--- src/rtl/fifo18e2_ctrl.sv ---
// -----------------------------------------------------------------------------
// fifo18e2_ctrl
//
// Reset/flush sequencer and flow-control guard for one FIFO18E2 wrapper used
// in common-clock, first-word-fall-through mode. It drives the primitive reset,
// waits for the primitive's reset-busy flags to clear, and only then lets
// producer and consumer handshakes turn into WREN/RDEN pulses. It also keeps a
// count of accepted words. DIN/DOUT bypass this block entirely.
//
// Ports
//   clk            sole clock (also the wrapper RDCLK/WRCLK)
//   rst            asynchronous active-high reset
//   clr            flush request, sampled every cycle
//   enq_valid      producer offers the word currently on wrapper DIN
//   enq_ready      enqueue is accepted this cycle if enq_valid
//   deq_valid      wrapper DOUT holds a valid head word
//   deq_ready      consumer takes the head word
//   fifo_rst_n     wrapper RST_N (wrapper CLR is tied low outside this block)
//   fifo_wren      wrapper WREN
//   fifo_rden      wrapper RDEN
//   fifo_empty_n   wrapper EMPTY_N
//   fifo_full_n    wrapper FULL_N
//   fifo_rdrstbusy wrapper RDRSTBUSY
//   fifo_wrrstbusy wrapper WRRSTBUSY
//   busy           high whenever the sequencer is not in RUN
//   count          accepted-but-not-dequeued words
//   err            sticky settle-timeout flag, cleared only by rst
// -----------------------------------------------------------------------------
module fifo18e2_ctrl #(
   parameter int DEPTH          = 512,
   parameter int RST_CYCLES     = 5,
   parameter int SETTLE_CYCLES  = 8,
   parameter int TIMEOUT_CYCLES = 1024,
   parameter int CW             = $clog2(DEPTH + 1)
) (
   input  logic          clk,
   input  logic          rst,
   input  logic          clr,
   input  logic          enq_valid,
   output logic          enq_ready,
   output logic          deq_valid,
   input  logic          deq_ready,
   output logic          fifo_rst_n,
   output logic          fifo_wren,
   output logic          fifo_rden,
   input  logic          fifo_empty_n,
   input  logic          fifo_full_n,
   input  logic          fifo_rdrstbusy,
   input  logic          fifo_wrrstbusy,
   output logic          busy,
   output logic [CW-1:0] count,
   output logic          err
);

   // One phase counter serves both the reset hold and the settle window, so
   // it must be wide enough for the larger of the two limits.
   localparam int PH_MAX = (TIMEOUT_CYCLES > RST_CYCLES) ? TIMEOUT_CYCLES : RST_CYCLES;
   localparam int PW     = $clog2(PH_MAX + 1);

   localparam logic [PW-1:0] RST_LAST     = PW'(RST_CYCLES - 1);
   localparam logic [PW-1:0] SETTLE_LAST  = PW'(SETTLE_CYCLES - 1);
   localparam logic [PW-1:0] TIMEOUT_LAST = PW'(TIMEOUT_CYCLES - 1);

   typedef enum logic [1:0] {
      RSTA   = 2'd0,
      SETTLE = 2'd1,
      RUN    = 2'd2
   } state_t;

   state_t          state_reg, state_next;
   logic [PW-1:0]   phase_reg, phase_next;
   logic [CW-1:0]   count_reg, count_next;
   logic            err_reg, err_next;
   logic            in_run;
   logic            any_busy;

   assign any_busy = fifo_rdrstbusy | fifo_wrrstbusy;

   // -------------------------------------------------------------------------
   // State register
   // -------------------------------------------------------------------------
   always_ff @(posedge clk or posedge rst) begin
      if (rst) begin
         state_reg <= RSTA;
         phase_reg <= '0;
         count_reg <= '0;
         err_reg   <= 1'b0;
      end else begin
         state_reg <= state_next;
         phase_reg <= phase_next;
         count_reg <= count_next;
         err_reg   <= err_next;
      end
   end

   // -------------------------------------------------------------------------
   // Next-state logic
   // -------------------------------------------------------------------------
   always_comb begin
      state_next = state_reg;
      phase_next = phase_reg;
      err_next   = err_reg;

      if (clr) begin
         // A flush from any state restarts the reset hold from zero.
         state_next = RSTA;
         phase_next = '0;
      end else begin
         case (state_reg)
            RSTA: begin
               if (phase_reg == RST_LAST) begin
                  state_next = SETTLE;
                  phase_next = '0;
               end else begin
                  phase_next = phase_reg + 1'b1;
               end
            end
            SETTLE: begin
               // A clean exit takes priority over a timeout in the same cycle.
               if ((phase_reg >= SETTLE_LAST) && !any_busy) begin
                  state_next = RUN;
                  phase_next = '0;
               end else if (phase_reg == TIMEOUT_LAST) begin
                  state_next = RSTA;
                  phase_next = '0;
                  err_next   = 1'b1;
               end else begin
                  phase_next = phase_reg + 1'b1;
               end
            end
            RUN: begin
               phase_next = phase_reg;
            end
            default: begin
               state_next = RSTA;
               phase_next = '0;
            end
         endcase
      end
   end

   // -------------------------------------------------------------------------
   // Handshake gating: zero-latency, combinational from inputs and state.
   // Each side is blocked only by its own busy flag so a stray reset-busy
   // pulse in RUN stalls just the affected direction.
   // -------------------------------------------------------------------------
   assign in_run     = (state_reg == RUN);
   assign enq_ready  = in_run & fifo_full_n  & ~fifo_wrrstbusy & ~clr;
   assign deq_valid  = in_run & fifo_empty_n & ~fifo_rdrstbusy & ~clr;
   assign fifo_wren  = enq_valid & enq_ready;
   assign fifo_rden  = deq_valid & deq_ready;
   assign fifo_rst_n = (state_reg != RSTA);
   assign busy       = ~in_run;

   // -------------------------------------------------------------------------
   // Occupancy. The FULL/EMPTY gating keeps it within 0..DEPTH, so no
   // saturation is needed. Any entry into (or stay in) RSTA empties it.
   // -------------------------------------------------------------------------
   always_comb begin
      count_next = count_reg;
      if (state_next == RSTA) begin
         count_next = '0;
      end else begin
         case ({fifo_wren, fifo_rden})
            2'b10:   count_next = count_reg + CW'(1);
            2'b01:   count_next = count_reg - CW'(1);
            default: count_next = count_reg;
         endcase
      end
   end

   assign count = count_reg;
   assign err   = err_reg;

endmodule

--- config.mk ---
export PLATFORM = sky130hd
export DESIGN_NAME = fifo18e2_ctrl
export DESIGN_NICKNAME = d
export VERILOG_FILES = /design/src/rtl/fifo18e2_ctrl.sv
export SDC_FILE = /design/constraint.sdc
export NUM_CORES = 1
export LEC_CHECK = 0
export ABC_AREA = 1
export CORE_MARGIN = 8
export CORE_UTILIZATION = 30
export CTS_BUF_LIST = sky130_fd_sc_hd__clkbuf_4 sky130_fd_sc_hd__clkbuf_8 sky130_fd_sc_hd__clkbuf_16
export DETAILED_ROUTE_END_ITERATION = 12
export REMOVE_ABC_BUFFERS = 1
export SLEW_MARGIN = 0
export SYNTH_ARGS = -nofsm -noshare
export SYNTH_HDL_FRONTEND = slang
export SYNTH_SLANG_ARGS = --single-unit
--- constraint.sdc ---
create_clock -name clk -period 3.1 [get_ports clk]
set_clock_uncertainty 0.2 [all_clocks]
set_input_delay 0.465 -clock clk [delete_from_list [all_inputs] [get_ports clk]]
set_output_delay 0.465 -clock clk [all_outputs]
set_load 0.05 [all_outputs]
==> summary.md <==
| Metric | Value |
|---|---|
| Status | `completed` |
| Critical path fanouts, max | `10` |
| Critical Path RT | `3.12 ns` |
| First-pass GRT wire length | `7721 µm` |
| CTS tree | `yes` |
| CTS Buffer Depth | `2` |
| WS Path Type | `in -> reg` |
| Worst setup SP type | `input pin` |
| Avg Vias per Cell | `4.633` |
| Vias | `1705` |
| Yosys cell types | `29` |
| Nets | `315` |
| CTS buffer count | `3` |
| I/O pin cnt | `26` |
| Slew @ Worst Pin | `0.5195 ns` |
| Skew-Pair Late Insertion Delay | `0.27 ns` |
| Site Rows | `28` |
| Vias in the first global route | `1712` |
| Max_slew headroom | `65.26%` |
| Global placer's final weighted congestion | `0.8195` |
| DIE AREA | `8817 µm²` |
| Antenna violations before repair | `0` |
| Antenna diodes | `0` |
| Worst Setup SP | `clr` |
| Period minus WS final | `2.863 ns` |
| Share of layout cells above drive strength 1 | `13.31%` |
| Synth Register Bits | `24` |
| Clock Tree Root | `clkbuf_8` |
| Final setup violation count | `0` |
| R2r startpoint | `state_reg[1]$_DFF_PP0_` |
| Hold_sp | `err$_DFFE_PP0P_` |
| Yosys warns | `0` |
| Total global routing overflow | `0` |
| Largest net degree at the start of global routing | `25` |
| WL final | `4477 µm` |
| Final Non-Filler Cells | `368` |
| Area growth, synth to finish | `29.55%` |
| DR pass1 iterations | `4` |
| Design area | `2359 µm²` |
| DR iter-0 viols | `69` |
| GR Util All Layers | `10.74%` |
| Hold crit path type | `reg -> reg` |
| H-tree levels | `1` |
| I/O Buffers | `25` |
| DRC viols | `0` |
| Die height | `93.90 µm` |
| Clock transition at path regs | `0.10 ns` |
| Unrepaired setup endpoints after global routing | `false` |
| Post-Syn Instances | `252` |
| Area after DPL | `2280 µm²` |
| Remaining antenna violation count after routing | `0` |
| Max-cap violation count | `0` |
| Placed insts | `364` |
| WL/cell | `12.17 µm` |
| Leak Pwr | `1.245 nW` |
| Post-CTS Hold Fix Bufs | `0` |
| Fill cells | `613` |
| Setup TNS | `0 ns` |
| Worst setup EP type | `flop` |
| Fin. Hold Viols | `0` |
| Synthesized area | `1820 µm²` |
| HPWL Detailed | `3410 µm` |
| Fin Hold WS | `0.3070 ns` |
| Syn_area_per_cell | `7.224 µm²` |
| Final Max Slew Viols | `0` |
| Max Clk Rate | `349.2 MHz` |
| Pwr/cell area | `299.1 nW/µm²` |
| Initial Util | `30.93%` |
| Core box area | `5886 µm²` |
| Sequential-to-total area share from yosys stat | `32.99%` |
| Die width | `93.90 µm` |
| Crit share post-route | `92.37%` |
| Peak VDD IR | `180.6 µV` |
| Max reg flops | `11` |
| Sink Count | `24` |
| Worst Path Arrival | `2.88 ns` |
stage by stage:
| step | worst slack, ns | util (%) | total power, mW |
|---|---|---|---|
| 5_1_grt | 0.02426 | 40.07 | 0.7423 |
| 6_report | 0.2365 | 40.07 | 0.7055 |
| 2_1_floorplan | -1.081 | - | 0.3930 |
| 3_5_place_dp | -0.1241 | 38.73 | 0.4262 |
| 4_1_cts | 0.1701 | 39.94 | 0.7150 |
| 3_3_place_gp | -0.07332 | 38.73 | 0.4248 |
synthesized netlist by cell type:
master    instances  share of area [%]
clkinv_1          1               0.21
o22ai_1           6                2.1
buf_2             2               0.55
nor2_1           24                4.9
xor2_1            9                4.3
a21boi_0          1               0.41
nor3b_1           1               0.41
o21bai_1          2               0.82
a21o_1            2               0.82
ha_1             11                7.6
nand3_1          37                 10
inv_1            37                7.6
o21ai_1           1               0.27
nand2_1          54                 11
fa_1              1                1.1
nand3_2           1               0.55
nand3b_1          1               0.41
nand2_4           3                1.9
nor3_1            3               0.82
nand2_2           4                1.4
nand4_1           2               0.69
o21ai_0           6                1.6
nor2_2            3                1.0
nor2_4            1               0.62
inv_2             1               0.21
dfrtp_1          24                 33
xnor2_1           4                1.9
a21oi_1           8                2.2
buf_6             2                1.2
cell usage in the layout (no fill, tap or decap), drive strengths merged:
master,count
nand2,61
inv,38
nand3,38
nor2,28
dfrtp,24
clkdlybuf4s50,21
buf,20
ha,11
xor2,9
a21oi,8
o21ai,7
o22ai,6
xnor2,4
nor3,3
clkbuf,3
o21bai,2
a21o,2
nand4,2
clkinv,1
nor3b,1
nand3b,1
a21boi,1
fa,1
bufinv,1
layer usage:
| metal | global-route usage (%) | wire [µm] | up-vias |
|---|---|---|---|
| met5 | 0 | 0 | - |
| li1 | - | - | 890 |
| met2 | 18.90 | 2218 | 23 |
| met3 | 2.638 | 134 | 4 |
| met1 | 12.51 | 2089 | 788 |
| met4 | 3.038 | 36 | 0 |
where the power goes:
part           total [mW]  switching, mW  internal (mW)
Sequential          0.332         0.0113          0.321
Combinational      0.0872         0.0542         0.0330
Clock               0.286          0.113          0.173
Total               0.705          0.179          0.527
layout make-up:
cell class              count  area, µm²  share of cell area, %
repair buffers             41      397.9                  16.87
multi-input cells         185       1049                  44.46
flip-flops and latches     24      600.6                  25.46
inverters                  39      146.4                  6.207
clock inverters             1      30.03                  1.273
well taps                  75      93.84                  3.979
clock buffers               3      41.29                  1.751
cells by family after synthesis:
kind of cell	synth area share, %
AND/OR/NAND/NOR	34.02
buffers and inverters	9.828
AO/OA/AOI/OAI	8.247
flip-flops	32.99
XOR/XNOR	6.254
adder cells (fa/ha/maj)	8.660
what timing repair did:
item | 4_1_cts | 5_1_grt
endpoints found under the hold margin | 0 | 0
endpoints found under the setup margin | 0 | 4
gates resized for setup | 0 | 2
buffers inserted | 0 | 0
path summary, 6_finish.rpt:
kind	endpoint	slack [ns]	cells past startpoint
setup / recovery	count[5]$_DFFE_PP0P_	0.24	14
hold / removal	err$_DFFE_PP0P_	0.31	1
setup reg to reg	count[5]$_DFFE_PP0P_	0.28	16
hold reg to reg	err$_DFFE_PP0P_	0.31	1
max in group asynchronous	phase_reg[10]$_DFFE_PP0P_	2.11	3
min in group asynchronous	count[0]$_DFFE_PP0P_	0.34	3
worst max-delay path: stages:
cell and delay (ns):
clkdlybuf4s50_1 0.43, nor2_2 0.15, nand2_1 0.06, nor2_1 0.12, nand2_1 0.10, ha_1 0.24, buf_12 0.15, ha_1 0.33
a21oi_1 0.18, nand2_1 0.10, a21oi_1 0.17, xor2_1 0.21, nand3_1 0.10, nand2_1 0.08
Power figures use the tool's default switching activity.
